==> src/rtl/dds_sweep_ctrl.sv <==
// Frequency-sweep scheduler for the DDS tuning word: steps freq_ctl from a start
// to a stop value with a programmable dwell, in single, sawtooth or triangle mode.
module dds_sweep_ctrl #(
    parameter int FW = 32,
    parameter int DW = 24
) (
    input  logic          sys_clk,
    input  logic          rst,
    input  logic [FW-1:0] cfg_start_freq,
    input  logic [FW-1:0] cfg_stop_freq,
    input  logic [FW-1:0] cfg_step,
    input  logic [DW-1:0] cfg_dwell,
    input  logic [1:0]    cfg_mode,
    input  logic          start,
    input  logic          abort,
    output logic [FW-1:0] freq_ctl,
    output logic          busy,
    output logic          step_strobe,
    output logic          sweep_done,
    output logic          cfg_err
);

    typedef enum logic [1:0] {IDLE, DWELL, DONE} state_t;

    state_t        state;
    logic [FW-1:0] start_r;
    logic [FW-1:0] stop_r;
    logic [FW-1:0] step_r;
    logic [DW-1:0] dwell_r;
    logic [1:0]    mode_r;
    logic [DW-1:0] cnt;
    logic          dir_down;

    function automatic logic [DW-1:0] dwell_or_one(input logic [DW-1:0] d);
        return (d == '0) ? DW'(1) : d;
    endfunction

    // Sum in FW+1 bits so a carry out saturates to the limit instead of wrapping.
    function automatic logic [FW-1:0] add_clamp(input logic [FW-1:0] a,
                                                 input logic [FW-1:0] b,
                                                 input logic [FW-1:0] lim);
        logic [FW:0] sum;
        sum = {1'b0, a} + {1'b0, b};
        return (sum > {1'b0, lim}) ? lim : sum[FW-1:0];
    endfunction

    function automatic logic [FW-1:0] sub_clamp(input logic [FW-1:0] a,
                                                 input logic [FW-1:0] b,
                                                 input logic [FW-1:0] lim);
        logic [FW:0] diff;
        diff = {1'b0, a} - {1'b0, b};
        return (diff[FW] || (diff[FW-1:0] < lim)) ? lim : diff[FW-1:0];
    endfunction

    always_ff @(posedge sys_clk or posedge rst) begin
        if (rst) begin
            state       <= IDLE;
            freq_ctl    <= '0;
            busy        <= 1'b0;
            step_strobe <= 1'b0;
            sweep_done  <= 1'b0;
            cfg_err     <= 1'b0;
            start_r     <= '0;
            stop_r      <= '0;
            step_r      <= '0;
            dwell_r     <= '0;
            mode_r      <= '0;
            cnt         <= '0;
            dir_down    <= 1'b0;
        end else begin
            step_strobe <= 1'b0;
            sweep_done  <= 1'b0;
            cfg_err     <= 1'b0;
            case (state)
                IDLE: begin
                    if (start && !abort) begin
                        if (cfg_start_freq <= cfg_stop_freq) begin
                            start_r     <= cfg_start_freq;
                            stop_r      <= cfg_stop_freq;
                            step_r      <= cfg_step;
                            dwell_r     <= dwell_or_one(cfg_dwell);
                            mode_r      <= cfg_mode;
                            cnt         <= dwell_or_one(cfg_dwell);
                            dir_down    <= 1'b0;
                            freq_ctl    <= cfg_start_freq;
                            busy        <= 1'b1;
                            step_strobe <= 1'b1;
                            state       <= DWELL;
                        end else begin
                            cfg_err <= 1'b1;
                        end
                    end
                end
                DWELL: begin
                    if (abort) begin
                        busy  <= 1'b0;
                        state <= IDLE;
                    end else if (cnt > DW'(1)) begin
                        cnt <= cnt - DW'(1);
                    end else begin
                        cnt <= dwell_r;
                        // A zero step below the end point leaves the word parked: no strobe.
                        if (!dir_down) begin
                            if (freq_ctl < stop_r) begin
                                freq_ctl    <= add_clamp(freq_ctl, step_r, stop_r);
                                step_strobe <= (step_r != '0);
                            end else begin
                                case (mode_r)
                                    2'b01: begin
                                        freq_ctl    <= start_r;
                                        step_strobe <= 1'b1;
                                    end
                                    2'b10: begin
                                        dir_down    <= 1'b1;
                                        freq_ctl    <= sub_clamp(freq_ctl, step_r, start_r);
                                        step_strobe <= 1'b1;
                                    end
                                    default: begin
                                        busy       <= 1'b0;
                                        sweep_done <= 1'b1;
                                        state      <= DONE;
                                    end
                                endcase
                            end
                        end else begin
                            if (freq_ctl > start_r) begin
                                freq_ctl    <= sub_clamp(freq_ctl, step_r, start_r);
                                step_strobe <= (step_r != '0);
                            end else begin
                                dir_down    <= 1'b0;
                                freq_ctl    <= add_clamp(freq_ctl, step_r, stop_r);
                                step_strobe <= 1'b1;
                            end
                        end
                    end
                end
                DONE: begin
                    state <= IDLE;
                end
                default: begin
                    state <= IDLE;
                end
            endcase
        end
    end

endmodule

==> config.mk <==
export PLATFORM = sky130hd
export DESIGN_NAME = dds_sweep_ctrl
export DESIGN_NICKNAME = d
export VERILOG_FILES = /design/src/rtl/dds_sweep_ctrl.sv
export SDC_FILE = /design/constraint.sdc
export NUM_CORES = 1
export LEC_CHECK = 0
export ABC_AREA = 1
export BUFFER_PORTS_ARGS = -buffer_cell sky130_fd_sc_hd__buf_4
export CAP_MARGIN = 20
export CORE_MARGIN = 5
export CORE_UTILIZATION = 43
export CTS_CLUSTER_SIZE = 20
export DETAILED_ROUTE_END_ITERATION = 10
export PLACE_DENSITY_LB_ADDON = 0.1
export SETUP_SLACK_MARGIN = 0.02
export SLEW_MARGIN = 5
export SYNTH_ARGS = -nofsm -noshare
export SYNTH_HDL_FRONTEND = slang
export SYNTH_SLANG_ARGS = --single-unit
==> constraint.sdc <==
create_clock -name sys_clk -period 17.45 [get_ports sys_clk]
set_input_delay 1.745 -clock sys_clk [delete_from_list [all_inputs] [get_ports sys_clk]]
set_output_delay 1.745 -clock sys_clk [all_outputs]
set_load 0.05 [all_outputs]
; ---- Word level (Yosys, flattened, before mapping)
; Index checks and enable logic that the tools add are counted.
[word_totals]
reg_bits = 185
input_bits = 126
out_inout_bits = 36
wordCells = 108
[classes]
addsub = 3
magnitude_cmp = 6
n_eq_ne = 12
mux = 60
reduce_logical = 14
[op_table]
columns = operator, n
row1 = 32-bit two-way mux, 9
row2 = 32-bit case mux with 2 select lines, 2
row3 = 24-bit two-way mux, 5
row4 = 32-bit < comparator, 2
row5 = 24-bit case mux with 2 select lines, 1
row6 = 32-bit by 32-bit adder with 33-bit output, 1
row7 = 33-bit by 32-bit > comparator with 1-bit output, 1
row8 = 32-bit by 32-bit subtractor with 33-bit output, 1
row9 = 32-bit > comparator, 1
row10 = 32-bit <= comparator, 1
row11 = 1-bit two-way mux, 32
row12 = 32-bit nonzero test, 1
row13 = 24-bit by 1-bit > comparator with 1-bit output (second input constant), 1
row14 = 24-bit zero test, 1
row15 = 24-bit by 1-bit subtractor with 24-bit output (second input constant), 1
row16 = 2-bit two-way mux, 7
row17 = 3-bit != test (second input constant), 4
row18 = 6-bit AND reduction, 2
row19 = 2-bit != test (second input constant), 4
row20 = 7-bit AND reduction, 1
row21 = 1-bit case mux with 2 select lines, 3
row22 = 5-bit by 3-bit != test with 1-bit output (second input constant), 1
row23 = 5-bit AND reduction, 1
row24 = 2-bit by 1-bit equality test with 1-bit output (second input constant), 2
row25 = 10 further kinds, 10

; ---- Logic depth before layout (Yosys ltp)
; Gate-level depths: netlist of run 1.
[logic_depth]
depth_word = 10
ltp_mapped = 38
mapped_depth_nobuf = 36

; ---- Least setup slack after synthesis of run 1
; OpenSTA, ideal clock, no wires.
[synth_timing]
path_type = reg-to-reg
from = reg freq_ctl[0]
to = reg freq_ctl[16]
setup_ns = 0.118
arrival_time_ns = 3.774
required_ns = 17.332
slack_ns = 13.558
path_stages_with_launch = 33
n_path_buf = 1
synth_period_minus_slack_ns = 3.892
path_cell_list = dfrtp_1 inv_1 ha_1 inv_1 fa_1 nand3_1 nand3_2 nand2_1 nand2_1 nand2_1 nand2_1 nand3_1 nand2_1 nand2_1 nand2_1 inv_1 ha_1 nand2_1 nor2_1 nand4_1 nor4_1 nand2_1 nand2_2 buf_2 nand3_1 nand3_1 nand2_1 inv_1 nand2_1 inv_1 nand2_1 nand2_1 nand2_1
[synth_between]
elab_chain_len = 10
elab_cells_between_ends = 18
classes_between = add/sub (2) / order compare (4) / eq/ne (1) / mux (9) / reduce/logical (2)
[synth_lines]
columns = item, line_no
row1 = start: declaration, 16  ; output logic [FW-1:0] freq_ctl,
row2 = start signal: assignment, 85  ; freq_ctl <= cfg_start_freq;
row3 = start signal: assignment, 105  ; freq_ctl <= add_clamp(freq_ctl, step_r, stop_r);
row4 = start signal: assignment, 110  ; freq_ctl <= start_r;
row5 = 32-bit by 32-bit subtractor with 33-bit output, 51  ; diff = {1'b0, a} - {1'b0, b};
row6 = 32-bit < comparator, 52  ; return (diff[FW] || (diff[FW-1:0] < lim)) ? lim : diff[FW-1:0];
row7 = 1-bit logical OR, 52
row8 = 32-bit two-way mux, 52
row9 = 32-bit case mux with 2 select lines, 108  ; case (mode_r)
row10 = 32-bit two-way mux, 104  ; if (freq_ctl < stop_r) begin
row11 = 32-bit two-way mux, 103  ; if (!dir_down) begin
row12 = 32-bit two-way mux, 98  ; end else if (cnt > DW'(1)) begin
row13 = 32-bit two-way mux, 95  ; if (abort) begin
row14 = 32-bit case mux with 2 select lines, 74  ; case (state)
; Several ways; a longest one is shown, not always the timed one. The select of a mux whose other input is x is not followed.
; A chain may end at the register's enable or synchronous reset.

; ---- Final worst setup path of run 1
[layout_timing]
from = reg freq_ctl[28]
to = reg freq_ctl[27]
; Same word-level chain as after synthesis.

==> results of run 1 <==
-- worst register-to-register path: cells and delay by family (launching register included) --
family / cells / cell delay (ps)
simple gates: 20 / 3420
fa+ha+maj: 2 / 820
flops: 1 / 520
buf+inv: 4 / 440
-- state kept, by name (all words and copies together) (netlist names), 2 cells and up --
name / flops
freq_ctl: 32
start_r: 32
step_r: 32
stop_r: 32
cnt: 24
dwell_r: 24
mode_r: 2
state: 2
-- Yosys cell counts, types with 3 or more instances --
cell,n
sky130_fd_sc_hd__nand2_1,993
sky130_fd_sc_hd__inv_1,462
sky130_fd_sc_hd__nand3_1,274
sky130_fd_sc_hd__nor2_1,251
sky130_fd_sc_hd__ha_1,226
sky130_fd_sc_hd__o21ai_0,202
sky130_fd_sc_hd__dfrtp_1,185
sky130_fd_sc_hd__a21oi_1,151
sky130_fd_sc_hd__clkbuf_1,50
sky130_fd_sc_hd__nand2_2,35
sky130_fd_sc_hd__buf_2,34
sky130_fd_sc_hd__nand4_1,34
sky130_fd_sc_hd__xor2_1,33
sky130_fd_sc_hd__nand3b_1,25
sky130_fd_sc_hd__nor4_1,25
sky130_fd_sc_hd__nor3_1,22
sky130_fd_sc_hd__inv_2,18
sky130_fd_sc_hd__o21ai_1,16
sky130_fd_sc_hd__o211ai_1,11
sky130_fd_sc_hd__buf_4,9
sky130_fd_sc_hd__o22ai_1,9
sky130_fd_sc_hd__o21a_1,8
sky130_fd_sc_hd__o21bai_1,7
sky130_fd_sc_hd__buf_1,6
sky130_fd_sc_hd__buf_6,6
sky130_fd_sc_hd__clkinv_1,6
sky130_fd_sc_hd__nor2_2,5
sky130_fd_sc_hd__and2_1,4
sky130_fd_sc_hd__nand3_2,3
-- logic make-up (layout without fill, tap and decap cells) --
family          count (synthesis)  after routing  share of synthesized area
compound gates                417            417                      0.113
xor+xnor                       35             35                     0.0157
buf+inv                       591            699                      0.120
flops                         185            185                      0.238
simple gates                 1678           1678                      0.365
fa+ha+maj                     228            228                      0.147
-- routing by layer --
layer | vias to the layer above | track usage | wire (microns)
li1 | 10200 | - | -
met1 | 9854 | 0.414 | 33700
met2 | 787 | 0.472 | 33500
met3 | 116 | 0.0523 | 5650
met4 | 2 | 0.0794 | 1850
met5 | - | 0 | 20
-- how the worst max path moves through the flow --
stage	start	end	slack [ps]	cells after the start
2_1_floorplan	rst	busy	10680	1
3_3_place_gp	cfg_start_freq[31]	step_r[29]	11690	14
3_5_place_dp	cfg_start_freq[31]	step_r[25]	11670	14
4_1_cts	cfg_start_freq[31]	step_r[25]	12230	14
5_1_grt	freq_ctl[28]	freq_ctl[25]	11760	26
6_report	freq_ctl[28]	freq_ctl[27]	12140	26
-- area by class of cell --
class | instances | area [sq um] | share of cell area
clock inverters | 11 | 139 | 0.00640
inverters | 486 | 1830 | 0.0845
multi-input cells | 2358 | 12500 | 0.577
repair buffers | 183 | 1390 | 0.0642
clock buffers | 19 | 433 | 0.0200
well taps | 600 | 751 | 0.0346
flip-flops and latches | 185 | 4630 | 0.213
-- per-stage QoR --
step	util	hold WS, ps	instance area [sq um]	setup slack [ps]
2_1_floorplan	-	444	19500	10680
3_3_place_gp	0.468	458	21100	11690
3_5_place_dp	0.468	462	21100	11670
4_1_cts	0.481	483	21700	12230
5_1_grt	0.481	497	21700	11760
6_report	0.481	479	21700	12140
==> out/metrics.yaml, run 1 <==
outcome:
  run_status: "completed"
setup_path:
  timing.rr.end: "freq_ctl[27]"
  worst_path_max_delay_cell: "sky130_fd_sc_hd__nor4_1"
  critPathMaxStageDelay_ps: 600
  required_ps: 17840
  path_max_fanout: 33
  cp-start-kind: "register"
  critPathCaptureType: "register"
  timing_worst_setup_path_type: "reg2reg"
  cpLargestDelayFamily: "simple AND/OR/NAND/NOR gates"
  critPathBufInv: 4
  ff2ff_setup_slack_ps: 12140
  worst-r2r-cell-count: 26
  critical_path_arrival_ps: 5700
  timing.critical_path.mode_cell: "sky130_fd_sc_hd__nand2_1"
  reg2reg_launch_point: "freq_ctl[28]"
route:
  num_vias: 20900
  wl_per_cell_microns: 19.4
  drcViolationCount: 0
  final_antenna_net_count: 0
  detail_route.wirelength_microns: 74700
  firstDrtPassIters: 5
  initialDrtViolationCount: 2056
  vias_per_cell: 5.45
logic_synthesis:
  ys_warn_count: 0
  ys_top_cells_by_area: "sky130_fd_sc_hd__dfrtp_1, sky130_fd_sc_hd__nand2_1, sky130_fd_sc_hd__ha_1, sky130_fd_sc_hd__inv_1, sky130_fd_sc_hd__nand3_1"
  synth.ff_latch_count: 185
  yosysTopAreaCellShare: 0.238
  synthFlopType: "sky130_fd_sc_hd__dfrtp_1"
  netlist.top_cell.by_area: "sky130_fd_sc_hd__dfrtp_1"
  synthCells: 3134
  synth_seq_area_share: 0.238
  synth-edff-count: 0
  async_reset_ff_frac: 1.00
  cell_area_synth_sq_um: 19500
  synth_fp_nets: 3488
  synth_cell_types: 46
  avgSynthCellArea_sq_um: 6.21
sta:
  final-setup-viol-count: 0
  final_min_period_over_clock_period: 0.304
  layout_min_cycle_time_ps: 5310
  skew_ps: 21.4
  max_slew_margin: 0.320
  worst_slew_pin_slew_ps: 1020
  setup_repair_after_global_routing_missed_its_margin: "no"
  max_freq_mhz: 188
  tns_setup_ps: 0
  report.final.slew_viol_count: 0
  finalHoldViolCount: 0
floorplan:
  floorplan.die.width_microns: 223
  die-height_microns: 223
  floorplan.initialDensity: 0.432
  placeableCoreArea_sq_um: 45100
  rows: 78
  boundaryPins: 162
  die_area_sq_um: 49600
worst_hold_path:
  min_delay_path_depth: 2
  holdCritStartpoint: "busy"
  timing.hold.worst_endpoint: "busy"
  worst_hold_path_type: "reg2reg"
flow_run:
  drv_cap: 0
cells_and_area:
  area_growth_syn_to_layout_pct: 11.5
  most_common_cell_after_layout_fill_and_taps_aside: "sky130_fd_sc_hd__nand2_1"
  diodes: 0
  final_nets: 3585
  layout.cells.non_filler: 3842
  layout-drive-gt1-share: 0.0879
  mostFrequentLayoutCells: "sky130_fd_sc_hd__nand2_1, sky130_fd_sc_hd__inv_1, sky130_fd_sc_hd__nand3_1, sky130_fd_sc_hd__nor2_1, sky130_fd_sc_hd__ha_1"
  fillerInstances: 4853
grt:
  overall_routing_resource_usage: 0.295
  grt_antenna_before_repair: 1
  maximum_number_of_pins_on_one_net_before_global_route_repair: 115
  grt_pass1_vias: 20300
  gr-total-overflow: 0
  grt_first_pass_wirelength_microns: 116000
clocking:
  tritoncts: "built"
  cts.htree.levels: 4
  cts-buffers-inserted: 17
  postCtsResizedCells: 0
  cts_post_setup_buffers_inserted: 0
  hold_buffers: 0
  clockBufferDepth: 2
  clockRootBuffer: "sky130_fd_sc_hd__clkbuf_16"
  clock_sink_count: 185
  worst_setup_hold_path_clk_slew_ps: 80
  clk-insertion-delay-late_ps: 510
placement:
  placed_cells: 3811
  port_buffers: 161
  post-dp-hpwl_microns: 57700
  gpl_congestion: 0.974
Power of run 1 is not shown: default switching activity piles up to over one toggle a cycle in this logic, so the estimate is an artifact.
==> inputs of run 2 (changes only) <==
--- a/config.mk
+++ b/config.mk
@@ -5,7 +5,7 @@
 export SDC_FILE = /design/constraint.sdc
 export NUM_CORES = 1
 export LEC_CHECK = 0
-export ABC_AREA = 1
+export ABC_AREA = 0
 export BUFFER_PORTS_ARGS = -buffer_cell sky130_fd_sc_hd__buf_4
 export CAP_MARGIN = 20
 export CORE_MARGIN = 5
==> constraint.sdc (replaced) <==
create_clock -name sys_clk -period 4.87 [get_ports sys_clk]
set_input_delay 0.487 -clock sys_clk [delete_from_list [all_inputs] [get_ports sys_clk]]
set_output_delay 0.487 -clock sys_clk [all_outputs]
set_load 0.05 [all_outputs]
==> run 2 against run 1 <==
  * The flow now finishes with violations (setup timing)
  * Sequential share of layout area decreased by 0.65 points
  * Fmax increased by 1.4%
  * Clock skew decreased by 5.7 ps
  * Critical endpoint is now freq_ctl[23]
  * Count of clock-buffer cells in the layout increased by 1
  * First-iteration DRC count decreased by 30%
  * Routed wire length decreased by 7.7%
  * Setup slack got worse by 13000 ps
  * Critical path depth increased by 1
  * Non-clock buffer count increased by 320
  * Final cell count decreased by 21%
  * Hold slack got worse by 330 ps
==> out/metrics.yaml, run 2 <==
route:
  detail_route.wirelength_microns: 69000
  num_vias: 17700
  vias_per_cell: 5.79
  firstDrtPassIters: 6
  final_antenna_net_count: 0
  drcViolationCount: 0
  wl_per_cell_microns: 22.6
  initialDrtViolationCount: 1436
floorplan:
  die-height_microns: 208
  placeableCoreArea_sq_um: 38600
  floorplan.die.width_microns: 208
  die_area_sq_um: 43100
  boundaryPins: 162
  rows: 72
  floorplan.initialDensity: 0.434
placement:
  port_buffers: 161
  gpl_congestion: 0.949
  place_area_sq_um: 20700
  placement.setup.worst_slack_ps: -647
  post-dp-hpwl_microns: 54300
logic_synthesis:
  synth.ff_latch_count: 185
  yosys.cell_count.top_type: "sky130_fd_sc_hd__o21ai_0"
  yosysTopAreaCellShare: 0.276
  synthFlopType: "sky130_fd_sc_hd__dfrtp_1"
  async_reset_ff_frac: 1.00
  ys_top_cells_by_area: "sky130_fd_sc_hd__dfrtp_1, sky130_fd_sc_hd__ha_1, sky130_fd_sc_hd__o21ai_0, sky130_fd_sc_hd__a21oi_1, sky130_fd_sc_hd__nand2_1"
  cell_area_synth_sq_um: 16800
  synth_fp_nets: 2449
  synthCells: 2095
  synth_seq_area_share: 0.276
  netlist.top_cell.by_area: "sky130_fd_sc_hd__dfrtp_1"
  avgSynthCellArea_sq_um: 8.01
  synth-edff-count: 0
  ys_top_cells_by_count: "sky130_fd_sc_hd__o21ai_0, sky130_fd_sc_hd__ha_1, sky130_fd_sc_hd__nand2_1"
  synth_cell_types: 79
  ys_warn_count: 0
clocking:
  hold_buffers: 0
  cts.htree.levels: 4
  clockBufferDepth: 2
  clock_sink_count: 185
  worst_setup_hold_path_clk_slew_ps: 80
  tritoncts: "built"
  clk-insertion-delay-late_ps: 520
  cts-buffers-inserted: 17
  clockRootBuffer: "sky130_fd_sc_hd__clkbuf_16"
sta:
  finalWorstSetupSlack_ps: -370
  final_min_period_over_clock_period: 1.08
  layout_min_cycle_time_ps: 5240
  worst_slew_pin_slew_ps: 1070
  report.final.slew_viol_count: 0
  finalHoldViolCount: 0
  max_freq_mhz: 191
  skew_ps: 15.7
  final-setup-viol-count: 32
  setup_repair_after_global_routing_missed_its_margin: "yes"
  max_slew_margin: 0.282
cells_and_area:
  diodes: 0
  most_common_cell_after_layout_fill_and_taps_aside: "sky130_fd_sc_hd__buf_4"
  mostFrequentLayoutCells: "sky130_fd_sc_hd__buf_4, sky130_fd_sc_hd__ha_1, sky130_fd_sc_hd__nand2_1, sky130_fd_sc_hd__o21ai_0"
  final_nets: 2875
  layout-drive-gt1-share: 0.288
  final_area_sq_um: 22500
  area_growth_syn_to_layout_pct: 34.0
grt:
  grt_first_pass_wirelength_microns: 105000
  maximum_number_of_pins_on_one_net_before_global_route_repair: 133
  gr-total-overflow: 0
  grt_pass1_vias: 17500
  grt_antenna_before_repair: 0
  overall_routing_resource_usage: 0.315
setup_path:
  timing_worst_setup_path_type: "reg2reg"
  timing.rr.end: "freq_ctl[23]"
  critPathCaptureType: "register"
  path_max_fanout: 8
  ff2ff_setup_slack_ps: -370
  critical_path_arrival_ps: 5620
  worst-r2r-cell-count: 27
  required_ps: 5250
  timing.critical_path.mode_cell: "sky130_fd_sc_hd__buf_4"
  worst_path_max_delay_cell: "sky130_fd_sc_hd__dfrtp_2"
  cpLargestDelayFamily: "compound AO/OA/AOI/OAI gates"
  reg2reg_launch_point: "freq_ctl[0]"
  cp-start-kind: "register"
  critPathMaxStageDelay_ps: 420
  critPathBufInv: 7
worst_hold_path:
  worst_hold_path_type: "in2async"
outcome:
  violations_in_the_final_reports: "setup timing"
  run_status: "finished with violations"
flow_run:
  drv_cap: 0
[run 2: cells by family after synthesis]
group / share of synthesized area
DFF: 0.276
adders and majority gates: 0.171
xor gates and xnor gates: 0.0376
AOI/OAI and AO/OA: 0.250
muxes: 0.0351
buffers and inverters: 0.0630
and+or+nand+nor: 0.168
[run 2: final cells by class]
type	count	area (sq um)
Fill cell	3621	16200
Multi-Input combinational cell	1644	12000
Sequential cell	185	4650
Timing Repair Buffer	503	3940
Tap cell	518	648
Inverter	170	644
Clock buffer	20	467
Clock inverter	12	154
[run 2: worst max path at each step]
stage | from | endpoint | slack [ps] | cells after the start
final | freq_ctl[0] | freq_ctl[23] | -370 | 27
after floorplan | freq_ctl[0] | freq_ctl[20] | 20 | 24
after detailed placement | freq_ctl[0] | freq_ctl[24] | -650 | 25
after global placement | freq_ctl[0] | freq_ctl[20] | -510 | 23
after global routing | freq_ctl[0] | freq_ctl[2] | -640 | 27
after CTS | freq_ctl[0] | freq_ctl[18] | -240 | 24
[run 2: worst reg2reg max path, stage by stage, from the launching register on]
cell and delay, ps:
sky130_fd_sc_hd__dfrtp_2 420, sky130_fd_sc_hd__buf_6 120, sky130_fd_sc_hd__inv_4 50, sky130_fd_sc_hd__ha_4 120, sky130_fd_sc_hd__inv_2 30, sky130_fd_sc_hd__fa_2 350
sky130_fd_sc_hd__a211oi_2 260, sky130_fd_sc_hd__o211a_1 250, sky130_fd_sc_hd__nor3_4 70, sky130_fd_sc_hd__nor4bb_4 370, sky130_fd_sc_hd__o31ai_2 110, sky130_fd_sc_hd__a21oi_2 150
sky130_fd_sc_hd__buf_4 150, sky130_fd_sc_hd__o41ai_4 70, sky130_fd_sc_hd__xnor2_2 180, sky130_fd_sc_hd__ha_1 300, sky130_fd_sc_hd__nand4_1 180, sky130_fd_sc_hd__nor4_4 290
sky130_fd_sc_hd__nand2_1 100, sky130_fd_sc_hd__a311oi_2 280, sky130_fd_sc_hd__buf_4 180, sky130_fd_sc_hd__o221ai_4 120, sky130_fd_sc_hd__nor2_4 210, sky130_fd_sc_hd__buf_12 170
sky130_fd_sc_hd__o22ai_4 70, sky130_fd_sc_hd__buf_8 160, sky130_fd_sc_hd__a221oi_2 240, sky130_fd_sc_hd__a21oi_1 110
[run 2: timing repair]
item,in CTS,in global routing
hold endpoints to repair,0,0
pin swaps,75,43
gates resized for setup,141,46
endpoints found under the setup margin,32,32
buffers inserted,37,5
gates cloned,1,0
[run 2: routing by layer]
layer  global-route usage  share of wire  wire length (microns)  vias to the layer above
met2                0.470           0.43                  29800                      667
met5                    0              0                      0                        -
li1                     -              -                      -                     8386
met3               0.0636          0.077                   5330                       90
met4               0.0805          0.024                   1630                        0
met1                0.465           0.47                  32200                     8536
[run 2: metrics by stage]
step	instances	hold WS, ps	setup TNS, ps	util
floorplan	2095	449	0	-
global placement	2979	462	-13910	0.536
detailed placement	2979	468	-17930	0.536
CTS	3047	139	-5710	0.577
global route	3052	157	-18460	0.582
finish	3052	145	-9750	0.582
Power of run 2 is left out for the same reason.
